--- src/rtl/muldiv_pkg.sv ---
// Shared types and decode helpers for the iterative RV32M mul/div unit.
// Provides the funct3 op enum, FSM state enum and op-class helper functions.
package muldiv_pkg;

   typedef enum logic [2:0] {
      OP_MUL    = 3'b000,
      OP_MULH   = 3'b001,
      OP_MULHSU = 3'b010,
      OP_MULHU  = 3'b011,
      OP_DIV    = 3'b100,
      OP_DIVU   = 3'b101,
      OP_REM    = 3'b110,
      OP_REMU   = 3'b111
   } muldiv_op_e;

   typedef enum logic [1:0] {
      IDLE,
      CALC,
      DONE
   } muldiv_state_e;

   function automatic logic is_div(muldiv_op_e op);
      logic [2:0] o;
      o = op;
      return o[2];
   endfunction

   function automatic logic is_rem(muldiv_op_e op);
      logic [2:0] o;
      o = op;
      return o[2] & o[1];
   endfunction

   function automatic logic is_signed_a(muldiv_op_e op);
      return op inside {OP_MULH, OP_MULHSU, OP_DIV, OP_REM};
   endfunction

   function automatic logic is_signed_b(muldiv_op_e op);
      return op inside {OP_MULH, OP_DIV, OP_REM};
   endfunction

endpackage

--- src/rtl/muldiv_operand_prep.sv ---
// Acceptance-time operand conditioning: magnitudes, result sign, special cases.
// Ports: op_i, a_i, b_i in; mag_a_o, mag_b_o, neg_o, special_o, special_val_o out.
module muldiv_operand_prep
   import muldiv_pkg::*;
#(
   parameter int DATA_WIDTH = 32
) (
   input  muldiv_op_e            op_i,
   input  logic [DATA_WIDTH-1:0] a_i,
   input  logic [DATA_WIDTH-1:0] b_i,
   output logic [DATA_WIDTH-1:0] mag_a_o,
   output logic [DATA_WIDTH-1:0] mag_b_o,
   output logic                  neg_o,
   output logic                  special_o,
   output logic [DATA_WIDTH-1:0] special_val_o
);

   localparam logic [DATA_WIDTH-1:0] MIN_NEG =
      {1'b1, {(DATA_WIDTH-1){1'b0}}};

   logic a_neg;
   logic b_neg;
   logic b_zero;
   logic ovf;

   always_comb begin
      a_neg   = is_signed_a(op_i) & a_i[DATA_WIDTH-1];
      b_neg   = is_signed_b(op_i) & b_i[DATA_WIDTH-1];
      mag_a_o = a_neg ? (~a_i + 1'b1) : a_i;
      mag_b_o = b_neg ? (~b_i + 1'b1) : b_i;
      // Remainder follows the dividend; everything else is sign-xor.
      neg_o   = is_rem(op_i) ? a_neg : (a_neg ^ b_neg);
      b_zero  = (b_i == '0);
      ovf     = is_div(op_i) & is_signed_b(op_i)
              & (a_i == MIN_NEG) & (b_i == '1);
      special_o     = is_div(op_i) & (b_zero | ovf);
      special_val_o = '0;
      if (b_zero) begin
         special_val_o = is_rem(op_i) ? a_i : '1;
      end else if (ovf) begin
         special_val_o = is_rem(op_i) ? '0 : MIN_NEG;
      end
   end

endmodule

--- src/rtl/alu_muldiv.sv ---
// Iterative RV32M multiply/divide unit with valid/ready handshakes and flush.
// Ports: clk, rst, in_valid/in_ready, op, SRCA, SRCB, flush,
//        out_valid/out_ready, ALUresult, busy.
module alu_muldiv
   import muldiv_pkg::*;
#(
   parameter  int DATA_WIDTH = 32,
   localparam int CNT_WIDTH  = $clog2(DATA_WIDTH) + 1
) (
   input  logic                  clk,
   input  logic                  rst,
   input  logic                  in_valid,
   output logic                  in_ready,
   input  logic [2:0]            op,
   input  logic [DATA_WIDTH-1:0] SRCA,
   input  logic [DATA_WIDTH-1:0] SRCB,
   input  logic                  flush,
   output logic                  out_valid,
   input  logic                  out_ready,
   output logic [DATA_WIDTH-1:0] ALUresult,
   output logic                  busy
);

   localparam int W = DATA_WIDTH;

   muldiv_state_e  state_q, state_d;
   logic [CNT_WIDTH-1:0] cnt_q, cnt_d;
   muldiv_op_e     op_q, op_d;
   logic           neg_q, neg_d;
   logic [W-1:0]   hi_q, hi_d;
   logic [W-1:0]   lo_q, lo_d;
   logic [W-1:0]   opnd_q, opnd_d;
   logic [W-1:0]   res_q, res_d;

   muldiv_op_e     op_in;
   logic [W-1:0]   mag_a;
   logic [W-1:0]   mag_b;
   logic           prep_neg;
   logic           special;
   logic [W-1:0]   special_val;

   assign op_in = muldiv_op_e'(op);

   muldiv_operand_prep #(
      .DATA_WIDTH (W)
   ) u_prep (
      .op_i          (op_in),
      .a_i           (SRCA),
      .b_i           (SRCB),
      .mag_a_o       (mag_a),
      .mag_b_o       (mag_b),
      .neg_o         (prep_neg),
      .special_o     (special),
      .special_val_o (special_val)
   );

   // Multiply keeps {hi,lo} as {partial product, multiplier};
   // divide keeps {hi,lo} as {partial remainder, dividend/quotient}.
   logic [W:0]     sum;
   logic [W:0]     sh;
   logic [W-1:0]   diff;
   logic           ge;
   logic [W-1:0]   it_hi;
   logic [W-1:0]   it_lo;
   logic [2*W-1:0] prod;
   logic [2*W-1:0] prod_fix;
   logic [W-1:0]   q_fix;
   logic [W-1:0]   r_fix;
   logic [W-1:0]   final_val;

   always_comb begin
      sum  = {1'b0, hi_q}
           + {1'b0, (lo_q[0] ? opnd_q : {W{1'b0}})};
      sh   = {hi_q, lo_q[W-1]};
      ge   = (sh >= {1'b0, opnd_q});
      // Result is below the divisor, so W bits suffice.
      diff = sh[W-1:0] - opnd_q;
      if (is_div(op_q)) begin
         it_hi = ge ? diff : sh[W-1:0];
         it_lo = {lo_q[W-2:0], ge};
      end else begin
         it_hi = sum[W:1];
         it_lo = {sum[0], lo_q[W-1:1]};
      end
      prod     = {it_hi, it_lo};
      prod_fix = neg_q ? (~prod + 1'b1) : prod;
      q_fix    = neg_q ? (~it_lo + 1'b1) : it_lo;
      r_fix    = neg_q ? (~it_hi + 1'b1) : it_hi;
      unique case (op_q)
         OP_MUL:    final_val = prod_fix[W-1:0];
         OP_MULH,
         OP_MULHSU,
         OP_MULHU:  final_val = prod_fix[2*W-1:W];
         OP_DIV,
         OP_DIVU:   final_val = q_fix;
         OP_REM,
         OP_REMU:   final_val = r_fix;
         default:   final_val = '0;
      endcase
   end

   always_comb begin
      state_d = state_q;
      cnt_d   = cnt_q;
      op_d    = op_q;
      neg_d   = neg_q;
      hi_d    = hi_q;
      lo_d    = lo_q;
      opnd_d  = opnd_q;
      res_d   = res_q;
      unique case (state_q)
         IDLE: begin
            if (in_valid && !flush) begin
               op_d  = op_in;
               neg_d = prep_neg;
               cnt_d = CNT_WIDTH'(W - 1);
               hi_d  = '0;
               if (is_div(op_in)) begin
                  lo_d   = mag_a;
                  opnd_d = mag_b;
               end else begin
                  lo_d   = mag_b;
                  opnd_d = mag_a;
               end
               if (special) begin
                  res_d   = special_val;
                  cnt_d   = '0;
                  state_d = DONE;
               end else begin
                  state_d = CALC;
               end
            end
         end
         CALC: begin
            if (flush) begin
               state_d = IDLE;
               cnt_d   = '0;
            end else begin
               hi_d  = it_hi;
               lo_d  = it_lo;
               cnt_d = cnt_q - 1'b1;
               if (cnt_q == '0) begin
                  res_d   = final_val;
                  cnt_d   = '0;
                  state_d = DONE;
               end
            end
         end
         DONE: begin
            if (flush || out_ready) begin
               state_d = IDLE;
            end
         end
         default: state_d = IDLE;
      endcase
   end

   always_ff @(posedge clk) begin
      if (rst) begin
         state_q <= IDLE;
         cnt_q   <= '0;
         op_q    <= OP_MUL;
         neg_q   <= 1'b0;
         hi_q    <= '0;
         lo_q    <= '0;
         opnd_q  <= '0;
         res_q   <= '0;
      end else begin
         state_q <= state_d;
         cnt_q   <= cnt_d;
         op_q    <= op_d;
         neg_q   <= neg_d;
         hi_q    <= hi_d;
         lo_q    <= lo_d;
         opnd_q  <= opnd_d;
         res_q   <= res_d;
      end
   end

   assign in_ready  = (state_q == IDLE);
   assign out_valid = (state_q == DONE);
   assign busy      = (state_q != IDLE);
   assign ALUresult = res_q;

endmodule

--- config.mk ---
export PLATFORM = sky130hd
export DESIGN_NAME = alu_muldiv
export DESIGN_NICKNAME = d
export VERILOG_FILES = /design/src/rtl/muldiv_pkg.sv /design/src/rtl/muldiv_operand_prep.sv /design/src/rtl/alu_muldiv.sv
export SDC_FILE = /design/constraint.sdc
export NUM_CORES = 1
export LEC_CHECK = 0
export CAP_MARGIN = 20
export CORE_MARGIN = 10
export CORE_UTILIZATION = 50
export CTS_BUF_LIST = sky130_fd_sc_hd__clkbuf_4 sky130_fd_sc_hd__clkbuf_8
export CTS_CLUSTER_SIZE = 8
export DETAILED_ROUTE_END_ITERATION = 8
export PLACE_DENSITY = 0.68
export SETUP_SLACK_MARGIN = 0.02
export SYNTH_ARGS = -nofsm -noshare
export SYNTH_HDL_FRONTEND = slang
export SYNTH_SLANG_ARGS = --single-unit
--- constraint.sdc ---
create_clock -name clk -period 4.9 [get_ports clk]
set_input_delay 0.735 -clock clk [delete_from_list [all_inputs] [get_ports clk]]
set_output_delay 0.735 -clock clk [all_outputs]
set_load 0.01 [all_outputs]
# Yosys cells after proc, flatten, opt, wreduce, memory -nomap -nowiden
# Index checks and enable logic that the tools add are counted.
# op_classes
add_sub_neg	8
n_lt_le_gt_ge	1
eq_ne	21
mux	39
bitwise	14
n_reduce_logical	19
# ops
cell	n
32-bit 2-to-1 mux	22
32-bit one-hot mux with 2 select lines	3
32-bit by 1-bit adder with 32-bit output (second input constant)	4
32-bit NOT	4
32-bit one-hot mux with 4 select lines	1
64-bit by 1-bit adder with 64-bit output (second input constant)	1
32-bit == test (second input constant)	2
64-bit 2-to-1 mux	1
64-bit NOT	1
32-bit by 32-bit adder with 33-bit output	1
33-bit by 32-bit greater-or-equal comparator with 1-bit output	1
32-bit logical NOT	1
32-bit subtractor	1
3-bit == test (second input constant)	6
6-bit 2-to-1 mux	3
6-bit one-hot mux with 2 select lines	1
2-bit 2-to-1 mux	5
3-bit by 2-bit == test with 1-bit output (second input constant)	3
1-bit bitwise AND	7
3-bit by 1-bit == test with 1-bit output (second input constant)	2
6-bit logical NOT	1
2-bit by 1-bit inequality test with 1-bit output (second input constant)	3
2-bit one-hot mux with 3 select lines	1
3-bit AND reduction	2
other kinds (21)	25
# word_totals
reg_bits	140

# Longest topological paths before layout
# Gate-level depths: netlist of the first run.
# logic_depth
depth_word	10
mapped_depth	22
mapped_depth_nobuf	20

# Hierarchy
# Synthesis of the first run repeated with hierarchy kept, for this count alone.
# unflattened
hier_cells	2229
hier_area_um2	15989.1
# by_module_without_submodules
module	instances	cells_each	area_each_um2	seq_area_each_um2
alu_muldiv	1	1959	14192.4	2802.7
muldiv_operand_prep	1	270	1796.7	0.0

# Worst setup path before layout of the first run
# No wires, ideal clock.
# synth_timing
path_type	register to register
from	reg op_q[2]
to	reg res_q[8], in the netlist ALUresult[8]
t_arrival_ps	4572
required_time_ps	4768
slack_ps	196
stages_incl_launch_ff	19
path_buffers	7
path_cell_list	dfxtp_1 buf_2 buf_1 clkbuf_1 clkbuf_1 buf_2 buf_1 buf_1 mux2i_1 ha_1 o211ai_1 nor3_1 and4_1 nor2_1 nor4_1 nand2b_1 xnor2_1 a211oi_1 nor3_1
# synth_between
elab_chain_len	8
# synth_rtl
element	line	text
start, declared	alu_muldiv.sv:28	muldiv_op_e op_q, op_d;
start signal, assigned	alu_muldiv.sv:171	op_q <= op_d;
32-bit 2-to-1 mux	alu_muldiv.sv:78	if (is_div(op_q)) begin
64-bit NOT (tied with other cells)	alu_muldiv.sv:86	prod_fix = neg_q ? (~prod + 1'b1) : prod;
64-bit by 1-bit adder with 64-bit output (tied with other cells)	alu_muldiv.sv:86	
64-bit 2-to-1 mux (tied with other cells)	alu_muldiv.sv:86	
32-bit one-hot mux with 4 select lines (*)	alu_muldiv.sv:89	unique case (op_q)
32-bit 2-to-1 mux (*)	alu_muldiv.sv:142	if (cnt_q == '0) begin
32-bit 2-to-1 mux (*)	alu_muldiv.sv:135	if (flush) begin
32-bit one-hot mux with 2 select lines (*)	alu_muldiv.sv:111	unique case (state_q)
end signal, assigned	alu_muldiv.sv:176	res_q <= res_d;
end, declared	alu_muldiv.sv:33	logic [W-1:0] res_q, res_d;
# Every way passes the cells marked *; elsewhere a longest branch is shown, timed or not. The select of a mux whose other input is x is not followed.
# A chain may end at the register's enable or synchronous reset.

# Final worst setup path of the first run
# layout_timing
from	reg lo_q[0]
to	reg res_q[27], in the netlist ALUresult[27]
# layout_between
elab_chain_len	10
# layout_rtl
element	line	text
start, declared	alu_muldiv.sv:31	logic [W-1:0] lo_q, lo_d;
start signal, assigned	alu_muldiv.sv:174	lo_q <= lo_d;
32-bit 2-to-1 mux	alu_muldiv.sv:73	+ {1'b0, (lo_q[0] ? opnd_q : {W{1'b0}})};
32-bit by 32-bit adder with 33-bit output	alu_muldiv.sv:73	
32-bit 2-to-1 mux	alu_muldiv.sv:78	
64-bit NOT / 32-bit NOT (equally long branches)	alu_muldiv.sv:86, alu_muldiv.sv:88	
64-bit by 1-bit adder with 64-bit output / 32-bit by 1-bit adder with 32-bit output (equally long branches)	alu_muldiv.sv:86, alu_muldiv.sv:88	
64-bit 2-to-1 mux / 32-bit 2-to-1 mux (equally long branches)	alu_muldiv.sv:86, alu_muldiv.sv:88	
32-bit one-hot mux with 4 select lines (*)	alu_muldiv.sv:89	
32-bit 2-to-1 mux (*)	alu_muldiv.sv:142	
32-bit 2-to-1 mux (*)	alu_muldiv.sv:135	
32-bit one-hot mux with 2 select lines (*)	alu_muldiv.sv:111	
# Marked as above.

==> results.md, run 1 <==
* Area growth syn-to-layout: 17.2%
* number of antenna violations at the first check in global routing: 2
* Residual DRC: 0
* largest family of logic cells by synthesized area: compound AO/OA/AOI/OAI gates
* Die Height: 197 µm
* async set-reset flop share out of synthesis: 0%
* maximum number of pins on one net before global-route repair: 77
* summed instance area of the synthesized netlist: 0.0157 mm²
* max-slew violations: 0
* clk sink count: 140
* clk buf depth: 2
* synthesis warning total: 0
* area of the die: 0.0389 mm²
* FP Rows: 64
* Simple-Gate Fraction of Synth Area: 26.2%
* Post-Synth Adder-Cell Area: 5.91%
* Post-DP HPWL: 58.4 mm
* sum of negative setup slack: 0 ns
* first-pass GRT wire length: 109 mm
* arrival time of the worst setup path: 5.14 ns
* Worst-Skew Late Latency: 0.52 ns
* clock slew seen by the registers of the worst setup and hold paths: 0.09 ns
* max frequency: 211 MHz
* area of placed instances: 0.0177 mm²
* status: complete, no violations
* worst hold path cell count: 2
* post-detailed-route via-to-cell ratio: 6.79
* mux cell area share after synthesis: 3.93%
* Slew HR: 28.6%
* ANT nets after route: 0
* floorplan die width: 197 µm
* skew final: 0.0289 ns
* type of origin of the critical path: flop
* vias in the first global route: 17500
* antenna cells: 0
* Final Cycle Share: 96.6%
* ys flop type: sky130_fd_sc_hd__dfxtp_1
* share of final-layout standard cells stronger than drive strength 1: 11.5%
* number of nets in the layout: 2542
* final std cell area, no fill: 0.0184 mm²
* gpl congestion: 1.04
* Worst Path Class, Setup: reg2reg
* number of flops mapped to enable cells by yosys: 0
* crit end category: flop
* clock tree from TritonCTS: done
* number of library cell types mapped by synthesis: 100
* Critical Path RT: 5.30 ns
* total of max-cap violations: 0
* wire length per cell after detailed routing: 26.1 µm
* class of the tightest hold or removal check: reg2reg
* # hold bufs at CTS: 0
* Total Power Consumption: 5.40 mW
* root cell of the clock tree: sky130_fd_sc_hd__clkbuf_8
* port bufs: 106
* 1st-iter DRT viols: 2689
* Net Count, Synth: 2420
* level count of the clock H-tree: 4
* hold violation total from the final report: 0
* effective utilization at floorplan: 51.1%
* fraction of synthesized cell area in xor and xnor cells: 7.98%
* placeable core region: 0.0307 mm²
* overall track demand over capacity in global routing: 36.5%
* slew of the pin with the lowest slew margin: 1.06 ns
* synthesized-area fraction occupied by ao, oa, aoi and oai cells: 32.6%
* Mapped Avg Cell Area: 6.90 µm²
* final worst path period need: 4.73 ns
* unrepaired setup endpoints after global routing: no
* peak supply drop: 0.000202 V
* number of failing setup endpoints in the final timing report: 0
* IO Count: 107
* leakage power figure: 7.17 nW
* synthesized instance count: 2275
* cts bufs inserted: 17
* vias post-DR: 19000
* Yosys reg bits: 140
* total power density per cell area: 294 mW/mm²
* overall overflow remaining after global route: 0
* post-synthesis sequential area ratio: 17.8%
* r2r worst-path depth: 15
* iteration count of the initial detailed-routing pass: 7
* Detailed Route WL: 73.4 mm
* critical path fanouts, max: 22
## cell usage in the layout, fill, tap and decap left out, types with 63 or more instances in the layout
master and instances:
sky130_fd_sc_hd__nor2_1 268, sky130_fd_sc_hd__nand2_1 235, sky130_fd_sc_hd__a21oi_1 209, sky130_fd_sc_hd__o21ai_0 152
sky130_fd_sc_hd__buf_4 142, sky130_fd_sc_hd__dfxtp_1 136, sky130_fd_sc_hd__clkdlybuf4s50_1 104, sky130_fd_sc_hd__nor3_1 84
sky130_fd_sc_hd__xnor2_1 76, sky130_fd_sc_hd__inv_1 73, sky130_fd_sc_hd__xor2_1 65, sky130_fd_sc_hd__ha_1 65
sky130_fd_sc_hd__o211ai_1 63
## Yosys cell counts, types with 13 or more instances
cell type	n	share of area (%)
sky130_fd_sc_hd__a22oi_1	36	1.7
sky130_fd_sc_hd__a21o_1	22	1.1
sky130_fd_sc_hd__ha_1	71	5.7
sky130_fd_sc_hd__nand3_1	37	1.2
sky130_fd_sc_hd__xor2_1	66	3.7
sky130_fd_sc_hd__a211oi_1	53	2.5
sky130_fd_sc_hd__nor3_1	85	2.7
sky130_fd_sc_hd__buf_2	19	0.61
sky130_fd_sc_hd__or3_1	25	1.0
sky130_fd_sc_hd__dfxtp_1	140	18
sky130_fd_sc_hd__o211ai_1	63	3.0
sky130_fd_sc_hd__and2_1	48	1.9
sky130_fd_sc_hd__nor2_1	272	6.5
sky130_fd_sc_hd__and3_1	16	0.64
sky130_fd_sc_hd__mux2i_1	47	3.0
sky130_fd_sc_hd__or2_2	16	0.64
sky130_fd_sc_hd__o21bai_1	14	0.67
sky130_fd_sc_hd__a311oi_1	13	0.73
sky130_fd_sc_hd__o21a_1	20	0.96
sky130_fd_sc_hd__o21ai_0	154	4.9
sky130_fd_sc_hd__nand4_1	30	1.2
sky130_fd_sc_hd__o31ai_1	22	1.1
sky130_fd_sc_hd__nor2b_1	13	0.52
sky130_fd_sc_hd__nand2b_1	17	0.68
sky130_fd_sc_hd__clkbuf_1	106	2.5
sky130_fd_sc_hd__a31oi_1	28	1.1
sky130_fd_sc_hd__inv_1	73	1.7
sky130_fd_sc_hd__xnor2_1	77	4.3
sky130_fd_sc_hd__buf_1	20	0.48
sky130_fd_sc_hd__a21oi_1	211	6.7
sky130_fd_sc_hd__nor4_1	27	1.1
sky130_fd_sc_hd__nand2_1	235	5.6
## worst paths after layout
check | from | end | slack, ns
min | ALUresult[12] | ALUresult[12] | 0.46
max | lo_q[0] | ALUresult[27] | 0.17
min reg2reg | ALUresult[12] | ALUresult[12] | 0.46
max reg2reg | lo_q[0] | ALUresult[27] | 0.17
## layer usage
layer | vias up | wire, µm | global-route usage, %
met1 | 8951 | 29900 | 48.6
met3 | 226 | 9220 | 10.5
li1 | 8618 | - | -
met4 | 2 | 4030 | 18.6
met5 | - | 11 | 0
met2 | 1249 | 30200 | 52.6
## per-stage QoR
stage	hold slack, ns	std cells	setup slack (ns)	utilization [%]
after floorplan	0.440	2275	0.196	-
after global placement	0.451	2763	0.0364	57.5
after detailed placement	0.452	2764	0.0470	57.5
after CTS	0.464	2796	0.0376	59.0
after global routing	0.492	2806	0.0135	59.9
final	0.463	2806	0.167	59.9
## timing repair
| item | in CTS | in global routing |
|---|---|---|
| pin swaps | 0 | 10 |
| endpoints found under the setup margin | 1 | 19 |
| buffers inserted | 0 | 9 |
| cloned | 0 | 0 |
| resized for setup | 1 | 33 |
## sequential cells by signal, indices dropped and copies added (netlist names)
signal / count
ALUresult: 32
hi_q: 32
lo_q: 32
op_q: 3
state_q: 2
cnt_q: 6
neg_q: 1
opnd_q: 32
## logic make-up (layout without fill, tap and decap cells)
logic type	after synthesis	after routing
xor gates and xnor gates	143	143
adders and majority gates	73	73
DFF	140	140
muxes	60	60
and+or+nand+nor	867	867
buffers and inverters	221	356
AOI/OAI and AO/OA	771	771
## worst max-delay path: stages, from the launching register on
cell                       delay, ns
sky130_fd_sc_hd__dfxtp_1        0.33
sky130_fd_sc_hd__buf_4          0.21
sky130_fd_sc_hd__buf_4          0.32
sky130_fd_sc_hd__and2_1         0.18
sky130_fd_sc_hd__ha_1           0.28
sky130_fd_sc_hd__a21oi_1        0.31
sky130_fd_sc_hd__o21ai_0        0.25
sky130_fd_sc_hd__or3_1          0.41
sky130_fd_sc_hd__inv_1          0.10
sky130_fd_sc_hd__a21oi_1        0.08
sky130_fd_sc_hd__o211ai_1       0.30
sky130_fd_sc_hd__a221oi_1       0.12
sky130_fd_sc_hd__or4_1          0.64
sky130_fd_sc_hd__or4_1          0.62
sky130_fd_sc_hd__o211a_1        0.25
sky130_fd_sc_hd__a31o_1         0.21
## cell type report
class	instances	area, µm²
Fill cell	3011	12300
Inverter	75	282
Tap cell	396	495
Sequential cell	140	2810
Timing Repair Buffer	249	2140
Clock buffer	20	269
Multi-Input combinational cell	1914	12200
Clock inverter	12	185
## report_power, final
group | total, mW | leakage (nW) | internal [mW] | switching (mW)
Combinational | 2.89 | 5.80 | 1.05 | 1.84
Clock | 1.15 | 0.227 | 0.593 | 0.556
Sequential | 1.36 | 1.14 | 1.25 | 0.117
No activity file was read; power rests on OpenSTA's default activity.
==> run 2, diff against run 1 <==
--- a/config.mk
+++ b/config.mk
@@ -6,12 +6,15 @@
 export NUM_CORES = 1
 export LEC_CHECK = 0
 export CAP_MARGIN = 20
+export CELL_PAD_IN_SITES_DETAIL_PLACEMENT = 0
+export CELL_PAD_IN_SITES_GLOBAL_PLACEMENT = 1
 export CORE_MARGIN = 10
-export CORE_UTILIZATION = 50
+export CORE_UTILIZATION = 41
 export CTS_BUF_LIST = sky130_fd_sc_hd__clkbuf_4 sky130_fd_sc_hd__clkbuf_8
 export CTS_CLUSTER_SIZE = 8
 export DETAILED_ROUTE_END_ITERATION = 8
-export PLACE_DENSITY = 0.68
+export PLACE_DENSITY = 0.76
+export REMOVE_ABC_BUFFERS = 1
 export SETUP_SLACK_MARGIN = 0.02
 export SYNTH_ARGS = -nofsm -noshare
 export SYNTH_HDL_FRONTEND = slang
==> constraint.sdc (replaced) <==
create_clock -name clk -period 4.15 [get_ports clk]
set_input_delay 0.6225 -clock clk [delete_from_list [all_inputs] [get_ports clk]]
set_output_delay 0.6225 -clock clk [all_outputs]
set_load 0.01 [all_outputs]
==> run 2 against run 1 <==
Effect of this change: die area increased by 20%; critical path type unchanged; sequential power up 20%; critical path depth grew 5; sequential share of layout area shrank 3.0 points; worst hold slack better by 0.0016 ns; largest power group unchanged; via count increased by 6.8%; the run now ends with setup timing left; final cell count is 19% higher; combinational power is 50% higher; critical endpoint is now ALUresult[31].
==> results.md, run 2 (synthesis results as in run 1) <==
* status: finished with violations, was complete, no violations
* violated checks: setup timing
* vias post-DR: 20300, was 19000
* crit path max-delay cell type: sky130_fd_sc_hd__or4_4, was sky130_fd_sc_hd__or4_1
* share of final-layout standard cells stronger than drive strength 1: 31.5%, was 11.5%
* number of nets in the layout: 2947, was 2542
* worst reg-to-reg setup slack: -0.06 ns, was 0.17 ns
* iteration count of the initial detailed-routing pass: 5, was 7
* area of the die: 0.0465 mm², was 0.0389 mm²
* Final Cycle Share: 102%, was 96.6%
* clk sink count: 140, unchanged
* Worst Path Class, Setup: reg2reg, unchanged
* total of max-cap violations: 0, unchanged
* clk buf depth: 2, unchanged
* Residual DRC: 0, unchanged
* skew final: 0.0170 ns, was 0.0289 ns
* critical hold path startpoint: opnd_q[14], was ALUresult[12]
* first-pass GRT wire length: 116 mm, was 109 mm
* gpl congestion: 1.00, was 1.04
* met1 GRT Util: 40.0%, was 48.6%
* root cell of the clock tree: sky130_fd_sc_hd__clkbuf_8, unchanged
* commonest non-fill, non-tap cell in the layout: sky130_fd_sc_hd__buf_4, was sky130_fd_sc_hd__nor2_1
* fraction of met3 tracks used by global routing: 4.62%, was 10.5%
* startpoint of the most critical register-to-register path: hi_q[0], was lo_q[0]
* launch point of the worst path: hi_q[0], was lo_q[0]
* clock tree from TritonCTS: done, unchanged
* Detailed Route WL: 79.4 mm, was 73.4 mm
* Area growth syn-to-layout: 47.9%, was 17.2%
* slew of the pin with the lowest slew margin: 0.970 ns, was 1.06 ns
* type of origin of the critical path: flop, unchanged
* cts bufs inserted: 17, unchanged
* wire length per cell after detailed routing: 23.9 µm, was 26.1 µm
* GRT Max-Usage Layer: met2, unchanged
* peak supply drop: 0.000314 V, was 0.000202 V
* effective utilization at floorplan: 41.6%, was 51.1%
* total power density per cell area: 312 mW/mm², was 294 mW/mm²
* leakage power figure: 9.42 nW, was 7.17 nW
* placement-stage worst setup slack: -0.450 ns, was 0.0470 ns
* post-detailed-route via-to-cell ratio: 6.12, was 6.79
* Internal Pwr Total: 3.93 mW, was 2.89 mW
* Critical Path RT: 4.59 ns, was 5.30 ns
* hold violation total from the final report: 0, unchanged
* max-slew violations: 0, unchanged
* overall overflow remaining after global route: 0, unchanged
* Die Height: 216 µm, was 197 µm
* maximum number of pins on one net before global-route repair: 75, was 77
* floorplan die width: 216 µm, was 197 µm
* overall track demand over capacity in global routing: 32.0%, was 36.5%
* # hold bufs at CTS: 0, unchanged
* ANT nets after route: 0, unchanged
* global routing usage on met2: 52.4%, was 52.6%
* cell mode on critical path: sky130_fd_sc_hd__buf_6
* vias in the first global route: 19500, was 17500
* post-route setup slack: -0.0643 ns, was 0.167 ns
* unrepaired setup endpoints after global routing: yes, was no
* final worst path period need: 4.21 ns, was 4.73 ns
* 1st-iter DRT viols: 2201, was 2689
* clock slew seen by the registers of the worst setup and hold paths: 0.10 ns, was 0.09 ns
* number of failing setup endpoints in the final timing report: 10, was 0
* placeable core region: 0.0378 mm², was 0.0307 mm²
* number of antenna violations at the first check in global routing: 0, was 2
* Worst-Skew Late Latency: 0.55 ns, was 0.52 ns
* FP Rows: 71, was 64
* Post-DP HPWL: 61.6 mm, was 58.4 mm
* arrival time of the worst setup path: 4.66 ns, was 5.14 ns
* top library cells by usage in the layout, fill and taps aside: sky130_fd_sc_hd__buf_4 (510), sky130_fd_sc_hd__nor2_1 (261), sky130_fd_sc_hd__nand2_1 (224), sky130_fd_sc_hd__a21oi_1 (184), sky130_fd_sc_hd__o21ai_0 (122), was sky130_fd_sc_hd__nor2_1 (268), sky130_fd_sc_hd__nand2_1 (235), sky130_fd_sc_hd__a21oi_1 (209), sky130_fd_sc_hd__o21ai_0 (152), sky130_fd_sc_hd__buf_4 (142)
* critical path fanouts, max: 5, was 22
* Clock Power Share: 17.6%, was 21.3%
* max frequency: 237 MHz, was 211 MHz
* level count of the clock H-tree: 4, unchanged
* maximum single-stage delay on the critical path: 0.54 ns, was 0.64 ns
* sum of negative setup slack: -0.230 ns, was 0 ns
* port bufs: 106, unchanged
* crit end category: flop, unchanged
* switching fraction of total power: 45.7%, was 46.5%
* class of the tightest hold or removal check: reg2reg, unchanged
* IO Count: 107, unchanged
* sequential group share of total power: 22.5%, was 25.3%
* antenna cells: 0, unchanged
* P_sw: 3.30 mW, was 2.51 mW
* Slew HR: 35.2%, was 28.6%
* portion of total power attributed to combinational logic: 59.9%, was 53.5%
* worst-path cell chain: buf_6 -> buf_6 -> ha_4 -> nor2b_4 -> o2111ai_4 -> a2111oi_4 -> buf_4 -> o31ai_4 -> buf_6 -> buf_6 -> buf_6 -> a221oi_4 -> a221oi_2 -> a21oi_2 -> nand2_1 -> or4_4 -> buf_6 -> nor4_4 -> mux2i_1 -> a21oi_1, was buf_4 -> buf_4 -> and2_1 -> ha_1 -> a21oi_1 -> o21ai_0 -> or3_1 -> inv_1 -> a21oi_1 -> o211ai_1 -> a221oi_1 -> or4_1 -> or4_1 -> o211a_1 -> a31o_1
[run 2: repair_timing]
| action | CTS | global route |
|---|---|---|
| setup endpoints to repair | 29 | 29 |
| setup buffers | 39 | 38 |
| pin swaps | 68 | 93 |
| hold endpoints to repair | 0 | 0 |
| resized for setup | 150 | 217 |
[run 2: layer usage]
metal / wire (µm) / up-vias
met5: 0 / -
met4: 4250 / 0
met3: 5680 / 195
met2: 36500 / 944
met1: 33000 / 9781
li1: - / 9428
[run 2: path summary, 6_finish.rpt]
check / end / depth (start not counted)
setup / recovery: ALUresult[31] / 20
hold / removal: opnd_q[14] / 2
setup reg to reg: ALUresult[31] / 20
hold reg to reg: opnd_q[14] / 2
[run 2: area by class of cell]
type / count / area [µm²]
multi-input combinational: 1914 / 13700
clock buffer: 17 / 234
fill: 3584 / 14500
timing repair buffer: 654 / 5370
inverter: 75 / 282
sequential: 140 / 2840
clock inverter: 15 / 178
tap: 511 / 639
[run 2: through the flow]
| stage | total power [mW] | utilization, % | hold slack, ns | std cells | area [µm²] |
|---|---|---|---|---|---|
| 6_report | 7.24 | 61.5 | 0.465 | 3326 | 23200 |
| 5_1_grt | 7.55 | 61.5 | 0.486 | 3326 | 23200 |
| 4_1_cts | 6.82 | 58.1 | 0.464 | 3295 | 21900 |
| 3_5_place_dp | 5.30 | 54.3 | 0.460 | 3225 | 20500 |
| 3_3_place_gp | 5.29 | 54.3 | 0.451 | 3225 | 20500 |
| 2_1_floorplan | 3.50 | - | 0.434 | 2129 | 15100 |
[run 2: worst max-delay path, delay by kind of cell, from the launching register on]
kind                       cells  cell delay [ns]
DFF                            1             0.34
adders and majority gates      1             0.26
buffers and inverters          7             0.96
and+or+nand+nor                4             1.11
AOI/OAI and AO/OA              7             1.22
muxes                          1             0.21
[run 2: power groups by stage]
stage,Sequential [mW],Clock [mW],Combinational (mW)
final,1.63,1.27,4.33
after global routing,1.65,1.33,4.57
after CTS,1.62,1.29,3.92
after detailed placement,1.65,0,3.66
after global placement,1.64,0,3.64
after floorplan,1.64,0,1.86
